[config.mk]
export PLATFORM = sky130hd
export DESIGN_NAME = pipe_ctrl_flat
export DESIGN_NICKNAME = d
export VERILOG_FILES = /design/src/rtl/pipe_ctrl_if.sv /design/src/rtl/pipe_ctrl.sv /design/src/flat_wrapper.sv
export SDC_FILE = /design/constraint.sdc
export NUM_CORES = 1
export LEC_CHECK = 0
export BUFFER_PORTS_ARGS = -buffer_cell sky130_fd_sc_hd__buf_2
export CAP_MARGIN = 20
export CORE_ASPECT_RATIO = 1.2
export CORE_MARGIN = 2
export CORE_UTILIZATION = 50
export CTS_CLUSTER_SIZE = 20
export DETAILED_ROUTE_END_ITERATION = 16
export PLACE_DENSITY_LB_ADDON = 0.05
export SLEW_MARGIN = 25
export SYNTH_ARGS = -nofsm -noshare
export SYNTH_HDL_FRONTEND = slang
export SYNTH_SLANG_ARGS = --single-unit
export TNS_END_PERCENT = 20
[constraint.sdc]
create_clock -name clk_i -period 2 [get_ports clk_i]
set_input_delay 0.1 -clock clk_i [delete_from_list [all_inputs] [get_ports clk_i]]
set_output_delay 0.1 -clock clk_i [all_outputs]
set_load 0.01 [all_outputs]
[src/rtl/pipe_ctrl_if.sv]
// Hazard/redirect bundle between pipe_ctrl and the pipeline it steers.
// Latency: none (wires only); backpressure: stall_o/flush_o are the backpressure into the stage registers.
// Perf counter outputs exist only when PIPE_CTRL_PERF_EN is defined.
interface pipe_ctrl_if;
    logic        ld_use_i;
    logic        div_start_i;
    logic        istall_req_i;
    logic        dstall_req_i;
    logic        except_i;
    logic [31:0] target_pc_i;
    logic [4:0]  stall_o;
    logic [4:0]  flush_o;
    logic        redirect_o;
    logic [31:0] redirect_pc_o;
    logic        div_ready_o;
`ifdef PIPE_CTRL_PERF_EN
    logic [31:0] stall_cycles_o;
    logic [31:0] flush_count_o;
`endif

    modport slave (
        input  ld_use_i, div_start_i, istall_req_i, dstall_req_i, except_i, target_pc_i,
        output stall_o, flush_o, redirect_o, redirect_pc_o, div_ready_o
`ifdef PIPE_CTRL_PERF_EN
        , output stall_cycles_o, flush_count_o
`endif
    );

    modport master (
        output ld_use_i, div_start_i, istall_req_i, dstall_req_i, except_i, target_pc_i,
        input  stall_o, flush_o, redirect_o, redirect_pc_o, div_ready_o
`ifdef PIPE_CTRL_PERF_EN
        , input stall_cycles_o, flush_count_o
`endif
    );
endinterface

[src/rtl/pipe_ctrl.sv]
// Prioritised stall/flush/redirect scheduler for the 5-stage pipeline (divider, cache freeze, precise exceptions).
// Latency: stall/flush/redirect are combinational (same edge); divide releases DIV_CYCLES cycles after start.
// Backpressure: holds PC..MEM2WB via stall_o; optional PIPE_CTRL_PERF_EN adds stall/flush counters.
module pipe_ctrl #(
    parameter int unsigned DIV_CYCLES = 36
) (
    input  logic       clk_i,
    input  logic       rst_i,
    pipe_ctrl_if.slave bus
);

    typedef enum logic [1:0] {
        ST_RUN      = 2'd0,
        ST_DIV      = 2'd1,
        ST_EXC_WAIT = 2'd2
    } state_e;

    localparam logic [5:0] DIV_LOAD = 6'(DIV_CYCLES - 1);

    state_e      state_q, state_d;
    logic [5:0]  div_cnt_q, div_cnt_d;
    logic [31:0] exc_pc_q, exc_pc_d;

    logic        in_wait;
    logic        redir_take;
    logic        exc_block;
    logic        freeze;
    logic        div_busy;
    logic        div_done;

    logic [4:0]  stall;
    logic [4:0]  flush;
    logic        redirect;
    logic [31:0] redirect_pc;
    logic        div_ready;

    assign in_wait    = (state_q == ST_EXC_WAIT);
    // In EXC_WAIT the latched exception fires as soon as memory goes quiet.
    assign redir_take = in_wait ? !bus.dstall_req_i : (bus.except_i && !bus.dstall_req_i);
    assign exc_block  = !in_wait && bus.except_i && bus.dstall_req_i;
    assign freeze     = bus.istall_req_i || bus.dstall_req_i || in_wait;
    assign div_busy   = ((state_q == ST_DIV) && (div_cnt_q != 6'd0)) ||
                        ((state_q == ST_RUN) && bus.div_start_i);
    assign div_done   = (state_q == ST_DIV) && (div_cnt_q == 6'd0) && !freeze && !bus.except_i;

    always_ff @(posedge clk_i or negedge rst_i) begin
        if (!rst_i) begin
            state_q   <= ST_RUN;
            div_cnt_q <= 6'd0;
            exc_pc_q  <= 32'd0;
        end else begin
            state_q   <= state_d;
            div_cnt_q <= div_cnt_d;
            exc_pc_q  <= exc_pc_d;
        end
    end

    always_comb begin
        state_d   = state_q;
        div_cnt_d = div_cnt_q;
        exc_pc_d  = exc_pc_q;
        unique case (state_q)
            ST_RUN: begin
                if (redir_take) begin
                    state_d   = ST_RUN;
                    div_cnt_d = 6'd0;
                end else if (exc_block) begin
                    state_d  = ST_EXC_WAIT;
                    exc_pc_d = bus.target_pc_i;
                end else if (bus.div_start_i) begin
                    state_d   = ST_DIV;
                    div_cnt_d = DIV_LOAD;
                end
            end
            ST_DIV: begin
                if (redir_take) begin
                    state_d   = ST_RUN;
                    div_cnt_d = 6'd0;
                end else if (exc_block) begin
                    state_d   = ST_EXC_WAIT;
                    div_cnt_d = 6'd0;
                    exc_pc_d  = bus.target_pc_i;
                end else if (div_done) begin
                    state_d = ST_RUN;
                end else begin
                    // Divider is free-running: count through freezes, park at zero.
                    div_cnt_d = (div_cnt_q != 6'd0) ? div_cnt_q - 6'd1 : 6'd0;
                end
            end
            ST_EXC_WAIT: begin
                if (!bus.dstall_req_i) begin
                    state_d   = ST_RUN;
                    div_cnt_d = 6'd0;
                end
            end
            default: begin
                state_d   = ST_RUN;
                div_cnt_d = 6'd0;
            end
        endcase
    end

    always_comb begin
        stall       = 5'b00000;
        flush       = 5'b00000;
        redirect    = 1'b0;
        redirect_pc = 32'd0;
        div_ready   = 1'b0;
        if (!rst_i) begin
            flush = 5'b11110;
        end else if (redir_take) begin
            flush       = 5'b11110;
            redirect    = 1'b1;
            redirect_pc = in_wait ? exc_pc_q : bus.target_pc_i;
        end else if (exc_block || freeze) begin
            stall = 5'b11111;
        end else if (div_busy) begin
            stall = 5'b00111;
            flush = 5'b01000;
        end else begin
            div_ready = div_done;
            if (bus.ld_use_i) begin
                stall = 5'b00011;
                flush = 5'b00100;
            end
        end
    end

    assign bus.stall_o       = stall;
    assign bus.flush_o       = flush;
    assign bus.redirect_o    = redirect;
    assign bus.redirect_pc_o = redirect_pc;
    assign bus.div_ready_o   = div_ready;

`ifdef PIPE_CTRL_PERF_EN
    logic [31:0] stall_cycles_q;
    logic [31:0] flush_count_q;

    always_ff @(posedge clk_i or negedge rst_i) begin
        if (!rst_i) begin
            stall_cycles_q <= 32'd0;
            flush_count_q  <= 32'd0;
        end else begin
            if (stall[0]) begin
                stall_cycles_q <= stall_cycles_q + 32'd1;
            end
            if (redirect) begin
                flush_count_q <= flush_count_q + 32'd1;
            end
        end
    end

    assign bus.stall_cycles_o = stall_cycles_q;
    assign bus.flush_count_o  = flush_count_q;
`endif

endmodule

[src/flat_wrapper.sv]
// flat-port wrapper written by rule: the top's interface ports become plain ports
module pipe_ctrl_flat 
#(
    parameter int unsigned DIV_CYCLES = 36
)
  (clk_i, rst_i, bus_ld_use_i, bus_div_start_i, bus_istall_req_i, bus_dstall_req_i, bus_except_i, bus_target_pc_i, bus_stall_o, bus_flush_o, bus_redirect_o, bus_redirect_pc_o, bus_div_ready_o);
  pipe_ctrl_if bus_i ();
  input  logic clk_i;
  input  logic rst_i;
  input wire logic [$bits(bus_i.ld_use_i)-1:0] bus_ld_use_i;
  input wire logic [$bits(bus_i.div_start_i)-1:0] bus_div_start_i;
  input wire logic [$bits(bus_i.istall_req_i)-1:0] bus_istall_req_i;
  input wire logic [$bits(bus_i.dstall_req_i)-1:0] bus_dstall_req_i;
  input wire logic [$bits(bus_i.except_i)-1:0] bus_except_i;
  input wire logic [$bits(bus_i.target_pc_i)-1:0] bus_target_pc_i;
  output wire logic [$bits(bus_i.stall_o)-1:0] bus_stall_o;
  output wire logic [$bits(bus_i.flush_o)-1:0] bus_flush_o;
  output wire logic [$bits(bus_i.redirect_o)-1:0] bus_redirect_o;
  output wire logic [$bits(bus_i.redirect_pc_o)-1:0] bus_redirect_pc_o;
  output wire logic [$bits(bus_i.div_ready_o)-1:0] bus_div_ready_o;
  assign bus_i.ld_use_i = bus_ld_use_i;
  assign bus_i.div_start_i = bus_div_start_i;
  assign bus_i.istall_req_i = bus_istall_req_i;
  assign bus_i.dstall_req_i = bus_dstall_req_i;
  assign bus_i.except_i = bus_except_i;
  assign bus_i.target_pc_i = bus_target_pc_i;
  assign bus_stall_o = bus_i.stall_o;
  assign bus_flush_o = bus_i.flush_o;
  assign bus_redirect_o = bus_i.redirect_o;
  assign bus_redirect_pc_o = bus_i.redirect_pc_o;
  assign bus_div_ready_o = bus_i.div_ready_o;
  pipe_ctrl #(.DIV_CYCLES(DIV_CYCLES)) u_core (.clk_i(clk_i), .rst_i(rst_i), .bus(bus_i));
endmodule
==> summary.md, run 1 <==
| Metric | Value |
|---|---|
| Clock latency on the worst-skew pair | 0.29 ns |
| Flop and latch count out of synthesis | 40 |
| Root Buffer | sky130_fd_sc_hd__clkbuf_8 |
| Core footprint | 4330 um^2 |
| Effective utilization at floorplan | 52.9% |
| Total of warnings raised by yosys | 0 |
| Timing startpoint of the critical path | u_core.state_q[1] |
| DP Cell Count | 380 |
| Power share of the sequential group | 49.0% |
| Number of distinct library cells after synthesis | 39 |
| Number of rows in the core area | 26 |
| Setup repair after global routing missed its margin | false |
| Die Y | 78.2 um |
| Final setup TNS | 0 ns |
| Number of levels the H-tree was split into | 2 |
| Total inserted antenna cells | 0 |
| Clock group share of total power | 22.7% |
| First-pass GRT wire length | 7.96 mm |
| Final hold viol count | 0 |
| Number of DRC violations after detailed routing | 0 |
| Final ANT Viol Nets | 0 |
| Worst R2R Setup Slack | 0.28 ns |
| Synthesis-to-finish area growth | 24.1% |
| DRT iter0 DRCs | 81 |
| Number of global-route vias before repair | 1836 |
| DR WL/cell | 12.3 um |
| Power Dens Cells | 765 nW/um^2 |
| Hold path startpoint | bus_target_pc_i[23] |
| Number of vias per cell after detailed routing | 5.17 |
| Critical path launch point type | flip-flop |
| Port bufs | 81 |
| Final layout net count | 373 |
| Remaining global-route overflow | 0 |
| Share of cells above drive strength 1 | 39.2% |
| Cell-internal power | 1510 uW |
| Number of max-cap violations | 0 |
| Number of enable-type register cells in the synthesized netlist | 0 |
| Setup Buffers After CTS | 0 |
| Final setup violation count | 0 |
| Clock tree from TritonCTS | done |
| Maximum clock frequency | 546 MHz |
| Outcome | complete, no violations |
| Total number of clock tree sinks | 40 |
| Type of the worst setup path | flip-flop to primary output |
| Number of placed I/O pins | 83 |
| Fin crit share | 91.6% |
| Area of the die | 5140 um^2 |
| Leakage power figure | 0.00145 uW |
| Seq/Total Area, Yosys | 43.7% |
| Clock slew at reported path FFs | 0.07 ns |
| Fin crit period | 1.83 ns |
| Avg Inst Size Synth | 8.95 um^2 |
| Number of iterations in the first detailed-routing pass | 4 |
| Maximum number of pins on one net before global-route repair | 34 |
| Synthesized area | 2290 um^2 |
| Non-Filler Instances | 388 |
| Final number of max-transition violations | 0 |
| Gpl congestion | 0.801 |
| Hold WS | 0.0375 ns |
| CP arrival | 1.73 ns |
| Total routing usage reported by global routing | 19.2% |
| Worst-case clock buffer depth | 2 |
| Setup clock skew after layout | 0.0102 ns |
| Element type at the critical path end | primary output |
| Total CTS buffers | 5 |
| Die Wd | 65.8 um |
| Number of antenna violations at the first check in global routing | 0 |
| Startpoint of the worst-slack reg-to-reg timing path | u_core.div_cnt_q[0] |
| Worst-path fanout max | 29 |
| Total length of routed wires | 4.78 mm |
| Gate count of the mapped netlist | 256 |
| Combinational cell fraction of total power | 28.4% |
| Switching part of the total power | 30.6% |
| Async set-or-reset flop fraction in the synthesized netlist | 100% |
| Number of nets produced by synthesis | 297 |
| Net load switching power | 664 uW |
| IR Drop Worst-Case VDD | 0.482 mV |
| Type of the most critical hold path | primary input to flip-flop |
| WP data required | 1.90 ns |
| Via count | 2005 |
| Hpwl dp | 3.40 mm |
| Top FF cell, synth | sky130_fd_sc_hd__dfrtp_1 |
## cell type report
cell class / instances / area [um^2]
fill: 380 / 1480
multi-input combinational: 188 / 1160
inverter: 7 / 26.3
sequential: 40 / 1000
clock inverter: 2 / 12.5
timing repair buffer: 90 / 500
clock buffer: 5 / 68.8
tap: 56 / 70.1
## path summary, 6_finish.rpt
check,end,cells past startpoint
worst max-delay path,bus_redirect_pc_o[13],6
worst min-delay path,u_core.exc_pc_q[23],2
worst max register to register,u_core.div_cnt_q[0],6
worst min register to register,u_core.exc_pc_q[1],1
max in group asynchronous,u_core.div_cnt_q[5],3
min in group asynchronous,u_core.exc_pc_q[28],2
## per-stage QoR
stage	total power, uW	setup WS [ns]	cell area [um^2]	util [%]
4_1_cts	2200	0.0377	2830	65.3
5_1_grt	2340	0.0227	2840	65.7
3_5_place_dp	1690	0.221	2740	63.2
2_1_floorplan	1490	0.346	2290	-
3_3_place_gp	1670	0.285	2740	63.2
6_report	2170	0.169	2840	65.7
## cells in the final DEF (no fill, tap or decap), types with 3 or more instances in the layout
master / instances
sky130_fd_sc_hd__nor3_1: 4
sky130_fd_sc_hd__nand2_1: 69
sky130_fd_sc_hd__clkbuf_8: 5
sky130_fd_sc_hd__o21ai_1: 3
sky130_fd_sc_hd__inv_1: 7
sky130_fd_sc_hd__mux2_2: 25
sky130_fd_sc_hd__nor2_1: 7
sky130_fd_sc_hd__buf_4: 6
sky130_fd_sc_hd__mux2_1: 9
sky130_fd_sc_hd__buf_2: 81
sky130_fd_sc_hd__or3_1: 3
sky130_fd_sc_hd__a21oi_1: 36
sky130_fd_sc_hd__dfrtp_1: 40
## registers in the layout, indices dropped and copies added (netlist names)
name,count
u_core.exc_pc_q,32
u_core.div_cnt_q,6
u_core.state_q,2
## per-layer routing
metal / up-vias / GRT usage, % / share of wire, %
li1: 1012 / - / -
met1: 940 / 24.3 / 44
met2: 47 / 32.8 / 51
met3: 6 / 3.15 / 4.9
met4: 0 / 6.67 / 0.92
met5: - / 0 / 0
## cell families after synthesis
kind of cell,share of synthesized area (%)
AO/OA/AOI/OAI,13.3
XOR/XNOR,0.382
adder cells (fa/ha/maj),1.09
buffers and inverters,6.23
flip-flops,43.7
multiplexers,16.7
other,0.164
AND/OR/NAND/NOR,18.5
## Yosys cell counts, types with 2 or more instances
cell type | count | share of area [%]
sky130_fd_sc_hd__mux2_1 | 9 | 4.4
sky130_fd_sc_hd__nor3_1 | 4 | 0.87
sky130_fd_sc_hd__clkbuf_1 | 6 | 0.98
sky130_fd_sc_hd__a21o_1 | 2 | 0.66
sky130_fd_sc_hd__a211o_1 | 2 | 0.76
sky130_fd_sc_hd__inv_1 | 7 | 1.1
sky130_fd_sc_hd__or3_1 | 3 | 0.82
sky130_fd_sc_hd__buf_2 | 9 | 2.0
sky130_fd_sc_hd__nand2_1 | 69 | 11
sky130_fd_sc_hd__a21oi_1 | 36 | 7.9
sky130_fd_sc_hd__nor2_1 | 7 | 1.1
sky130_fd_sc_hd__o21ai_1 | 3 | 0.66
sky130_fd_sc_hd__ha_1 | 2 | 1.1
sky130_fd_sc_hd__mux2_2 | 25 | 12
sky130_fd_sc_hd__and3_1 | 2 | 0.55
sky130_fd_sc_hd__nand2b_1 | 2 | 0.55
sky130_fd_sc_hd__o21ai_0 | 2 | 0.44
sky130_fd_sc_hd__a31o_2 | 2 | 0.76
sky130_fd_sc_hd__dfrtp_1 | 40 | 44
sky130_fd_sc_hd__buf_4 | 5 | 1.6
## worst max-delay path, stage by stage, from the launching register on
cell and delay, ns:
sky130_fd_sc_hd__dfrtp_1 0.43, sky130_fd_sc_hd__nand2b_1 0.10, sky130_fd_sc_hd__a21oi_1 0.18, sky130_fd_sc_hd__nand2_1 0.19
sky130_fd_sc_hd__buf_12 0.23, sky130_fd_sc_hd__a21oi_1 0.15, sky130_fd_sc_hd__buf_2 0.15
## timing repair
| action | 4_1_cts | 5_1_grt |
|---|---|---|
| setup endpoints to repair | 3 | 6 |
| endpoints found under the hold margin | 10 | 0 |
| hold buffers | 1 | 0 |
| pin swaps | 0 | 1 |
| resized for setup | 1 | 4 |
## power groups by stage
stage               Combinational [uW]  Sequential (uW)  Clock, uW
floorplan                          441             1050          0
global placement                   604             1070          0
detailed placement                 613             1080          0
CTS                                617             1060        519
global route                       696             1090        550
finish                             616             1060        493
Note: power is estimated with default switching activity, not from simulation.
==> run 2: changes to the inputs <==
--- a/config.mk
+++ b/config.mk
@@ -12,7 +12,7 @@
 export CORE_UTILIZATION = 50
 export CTS_CLUSTER_SIZE = 20
 export DETAILED_ROUTE_END_ITERATION = 16
-export PLACE_DENSITY_LB_ADDON = 0.05
+export PLACE_DENSITY = 0.81
 export SLEW_MARGIN = 25
 export SYNTH_ARGS = -nofsm -noshare
 export SYNTH_HDL_FRONTEND = slang
==> summary.md, run 2 (synthesized netlist as in run 1, its figures left out) <==
| Metric | Value |
|---|---|
| Number of placed I/O pins | 83 (unchanged) |
| Final layout net count | 374 (was 373) |
| Critical-path cell list | inv_1 > ha_1 > nor2b_4 > nand3_2 > a21boi_2 > a21oi_1 > buf_2 (was nand2b_1 > a21oi_1 > nand2_1 > buf_12 > a21oi_1 > buf_2) |
| Total number of clock tree sinks | 40 (unchanged) |
| Register bank with the most flops | u_core.exc_pc_q (unchanged) |
| DR WL/cell | 12.5 um (was 12.3 um) |
| Worst-case clock buffer depth | 2 (unchanged) |
| IR Drop Worst-Case VDD | 0.574 mV (was 0.482 mV) |
| Critical path launch point type | flip-flop (unchanged) |
| Wl on met1 | 1.98 mm (was 2.09 mm) |
| Total CTS buffers | 5 (unchanged) |
| Setup clock skew after layout | 0.00422 ns (was 0.0102 ns) |
| Port bufs | 81 (unchanged) |
| FF+latch area | 1000 um^2 (unchanged) |
| Type of the worst setup path | flip-flop to primary output (unchanged) |
| Final setup violation count | 0 (unchanged) |
| Total length of routed wires | 4.89 mm (was 4.78 mm) |
| Fin crit share | 92.2% (was 91.6%) |
| Number of rows in the core area | 26 (unchanged) |
| Number of global-route vias before repair | 1893 (was 1836) |
| Clock group share of total power | 23.6% (was 22.7%) |
| Remaining global-route overflow | 0 (unchanged) |
| Number of vias per cell after detailed routing | 5.38 (was 5.17) |
| Cell-internal power | 1550 uW (was 1510 uW) |
| Final number of max-transition violations | 0 (unchanged) |
| Number of max-cap violations | 0 (unchanged) |
| Slowest cell on crit path | sky130_fd_sc_hd__dfrtp_1 (unchanged) |
| Final ANT Viol Nets | 0 (unchanged) |
| WP data required | 1.90 ns (about the same) |
| Setup repair after global routing missed its margin | false (unchanged) |
| Total inserted antenna cells | 0 (unchanged) |
| Worst-path fanout max | 5 (was 29) |
| Setup WS pre-CTS | 0.225 ns (was 0.221 ns) |
| Leading cell types in the layout, fill and taps excluded | sky130_fd_sc_hd__buf_2, sky130_fd_sc_hd__nand2_1, sky130_fd_sc_hd__dfrtp_1 (unchanged) |
| Via count | 2098 (was 2005) |
| Root Buffer | sky130_fd_sc_hd__clkbuf_8 (unchanged) |
| Highest signal layer in the routed design | met4 (unchanged) |
| Gpl congestion | 0.863 (was 0.801) |
| Switching part of the total power | 30.0% (was 30.6%) |
| Effective utilization at floorplan | 52.9% (unchanged) |
| DRT iter0 DRCs | 62 (was 81) |
| Number of flip-flops under the largest register name | 32 (unchanged) |
| Type of the most critical hold path | primary input to flip-flop (unchanged) |
| Final setup TNS | 0 ns (unchanged) |
| Final hold viol count | 0 (unchanged) |
| Clock slew at reported path FFs | 0.07 ns (about the same) |
| Number of levels the H-tree was split into | 2 (unchanged) |
| Most common cell after layout, fill and taps aside | sky130_fd_sc_hd__buf_2 (unchanged) |
| Die Wd | 65.8 um (unchanged) |
| Setup Buffers After CTS | 0 (unchanged) |
| Share of cells above drive strength 1 | 39.8% (was 39.2%) |
| Routed wl met3 | 237 um (was 232 um) |
| Net load switching power | 665 uW (was 664 uW) |
| Element type at the critical path end | primary output (unchanged) |
| CP arrival | 1.74 ns (was 1.73 ns) |
| Least setup slack across all paths after layout | 0.156 ns (was 0.169 ns) |
| Die Y | 78.2 um (unchanged) |
| DP Cell Count | 381 (was 380) |
| Number of filler cells placed in the layout | 378 (was 380) |
| Total routing usage reported by global routing | 19.2% (about the same) |
| Power Dens Cells | 776 nW/um^2 (was 765 nW/um^2) |
| Power share of the sequential group | 48.3% (was 49.0%) |
| Multi-input gate area in the final layout | 1170 um^2 (was 1160 um^2) |
| Non-Filler Instances | 390 (was 388) |
| Maximum clock frequency | 542 MHz (was 546 MHz) |
| DR WL met2 | 2.64 mm (was 2.41 mm) |
| Synthesis-to-finish area growth | 24.6% (was 24.1%) |
| Number of DRC violations after detailed routing | 0 (unchanged) |
| Hpwl dp | 3.57 mm (was 3.40 mm) |
| Outcome | complete, no violations (unchanged) |
| Area of the die | 5140 um^2 (unchanged) |
| Leakage power figure | 0.00146 uW (was 0.00145 uW) |
| Number of iterations in the first detailed-routing pass | 4 (unchanged) |
| Combinational cell fraction of total power | 28.1% (was 28.4%) |
| Fin crit period | 1.84 ns (was 1.83 ns) |
| Clock latency on the worst-skew pair | 0.28 ns (was 0.29 ns) |
| Delay contributed by the slowest stage of the critical path | 0.42 ns (was 0.43 ns) |
| Maximum number of pins on one net before global-route repair | 34 (unchanged) |
| Largest registers | u_core.exc_pc_q: 32 flops, u_core.div_cnt_q: 6 flops, u_core.state_q: 2 flops (unchanged) |
| First-pass GRT wire length | 7.96 mm (unchanged) |
| Clock tree from TritonCTS | done (unchanged) |
| Number of antenna violations at the first check in global routing | 0 (unchanged) |
| Core footprint | 4330 um^2 (unchanged) |
==> run 2: cell types whose count changed in the layout (fill, tap and decap cells not counted), sizes merged <==
cell and change:
clkinvlp -1, clkinv +1, clkbuf +2
==> run 2: timing repair <==
action                                  CTS  global route
endpoints found under the setup margin    3             6
pin swaps                                 0             1
hold buffers                              1             0
hold endpoints to repair                 12             0
resized for setup                         1             6
==> run 2: path summary, 6_finish.rpt <==
path,startpoint,endpoint,slack (ns),depth (start not counted)
max,u_core.div_cnt_q[0],bus_stall_o[0],0.16,7
max in group asynchronous,rst_i,u_core.exc_pc_q[9],1.14,3
min reg2reg,u_core.exc_pc_q[24],u_core.exc_pc_q[24],0.50,1
max reg2reg,u_core.div_cnt_q[0],u_core.div_cnt_q[1],0.26,6
min,bus_target_pc_i[22],u_core.exc_pc_q[22],0.04,2
min in group asynchronous,rst_i,u_core.exc_pc_q[28],0.25,2
==> run 2: final cells by class <==
| class | instances | share of cell area [%] |
|---|---|---|
| multi-input cells | 188 | 40.9 |
| flip-flops and latches | 40 | 35.1 |
| clock inverters | 2 | 0.351 |
| well taps | 56 | 2.46 |
| inverters | 7 | 0.921 |
| repair buffers | 91 | 17.4 |
| clock buffers | 6 | 2.89 |
==> run 2: power groups by stage <==
stage	combinational [uW]	sequential (uW)	clock [uW]
global placement	592	1070	0
floorplan	441	1050	0
detailed placement	612	1080	0
CTS	615	1070	543
global route	699	1090	569
finish	621	1070	523
==> run 2: worst max-delay path: cells and delay by family (launching register included) <==
kind	cells	cell delay [ns]
flops	1	0.42
simple gates	2	0.31
compound gates	2	0.31
buf+inv	2	0.25
fa+ha+maj	1	0.18
==> run 2: metal layers <==
| layer | track usage [%] | up-vias |
|---|---|---|
| met4 | 4.17 | 0 |
| met2 | 36.3 | 60 |
| met1 | 22.5 | 1019 |
| met5 | 0 | - |
| met3 | 2.72 | 4 |
| li1 | - | 1015 |
==> run 2: through the flow <==
stage | instance area [um^2] | power [uW] | util (%) | hold slack (ns)
4_1_cts | 2830 | 2220 | 65.5 | 0.0417
5_1_grt | 2850 | 2360 | 66.0 | 0.0431
3_3_place_gp | 2730 | 1660 | 63.1 | 0.0196
2_1_floorplan | 2290 | 1490 | - | -0.196
3_5_place_dp | 2730 | 1690 | 63.1 | 0.0306
6_report | 2850 | 2210 | 66.0 | 0.0446
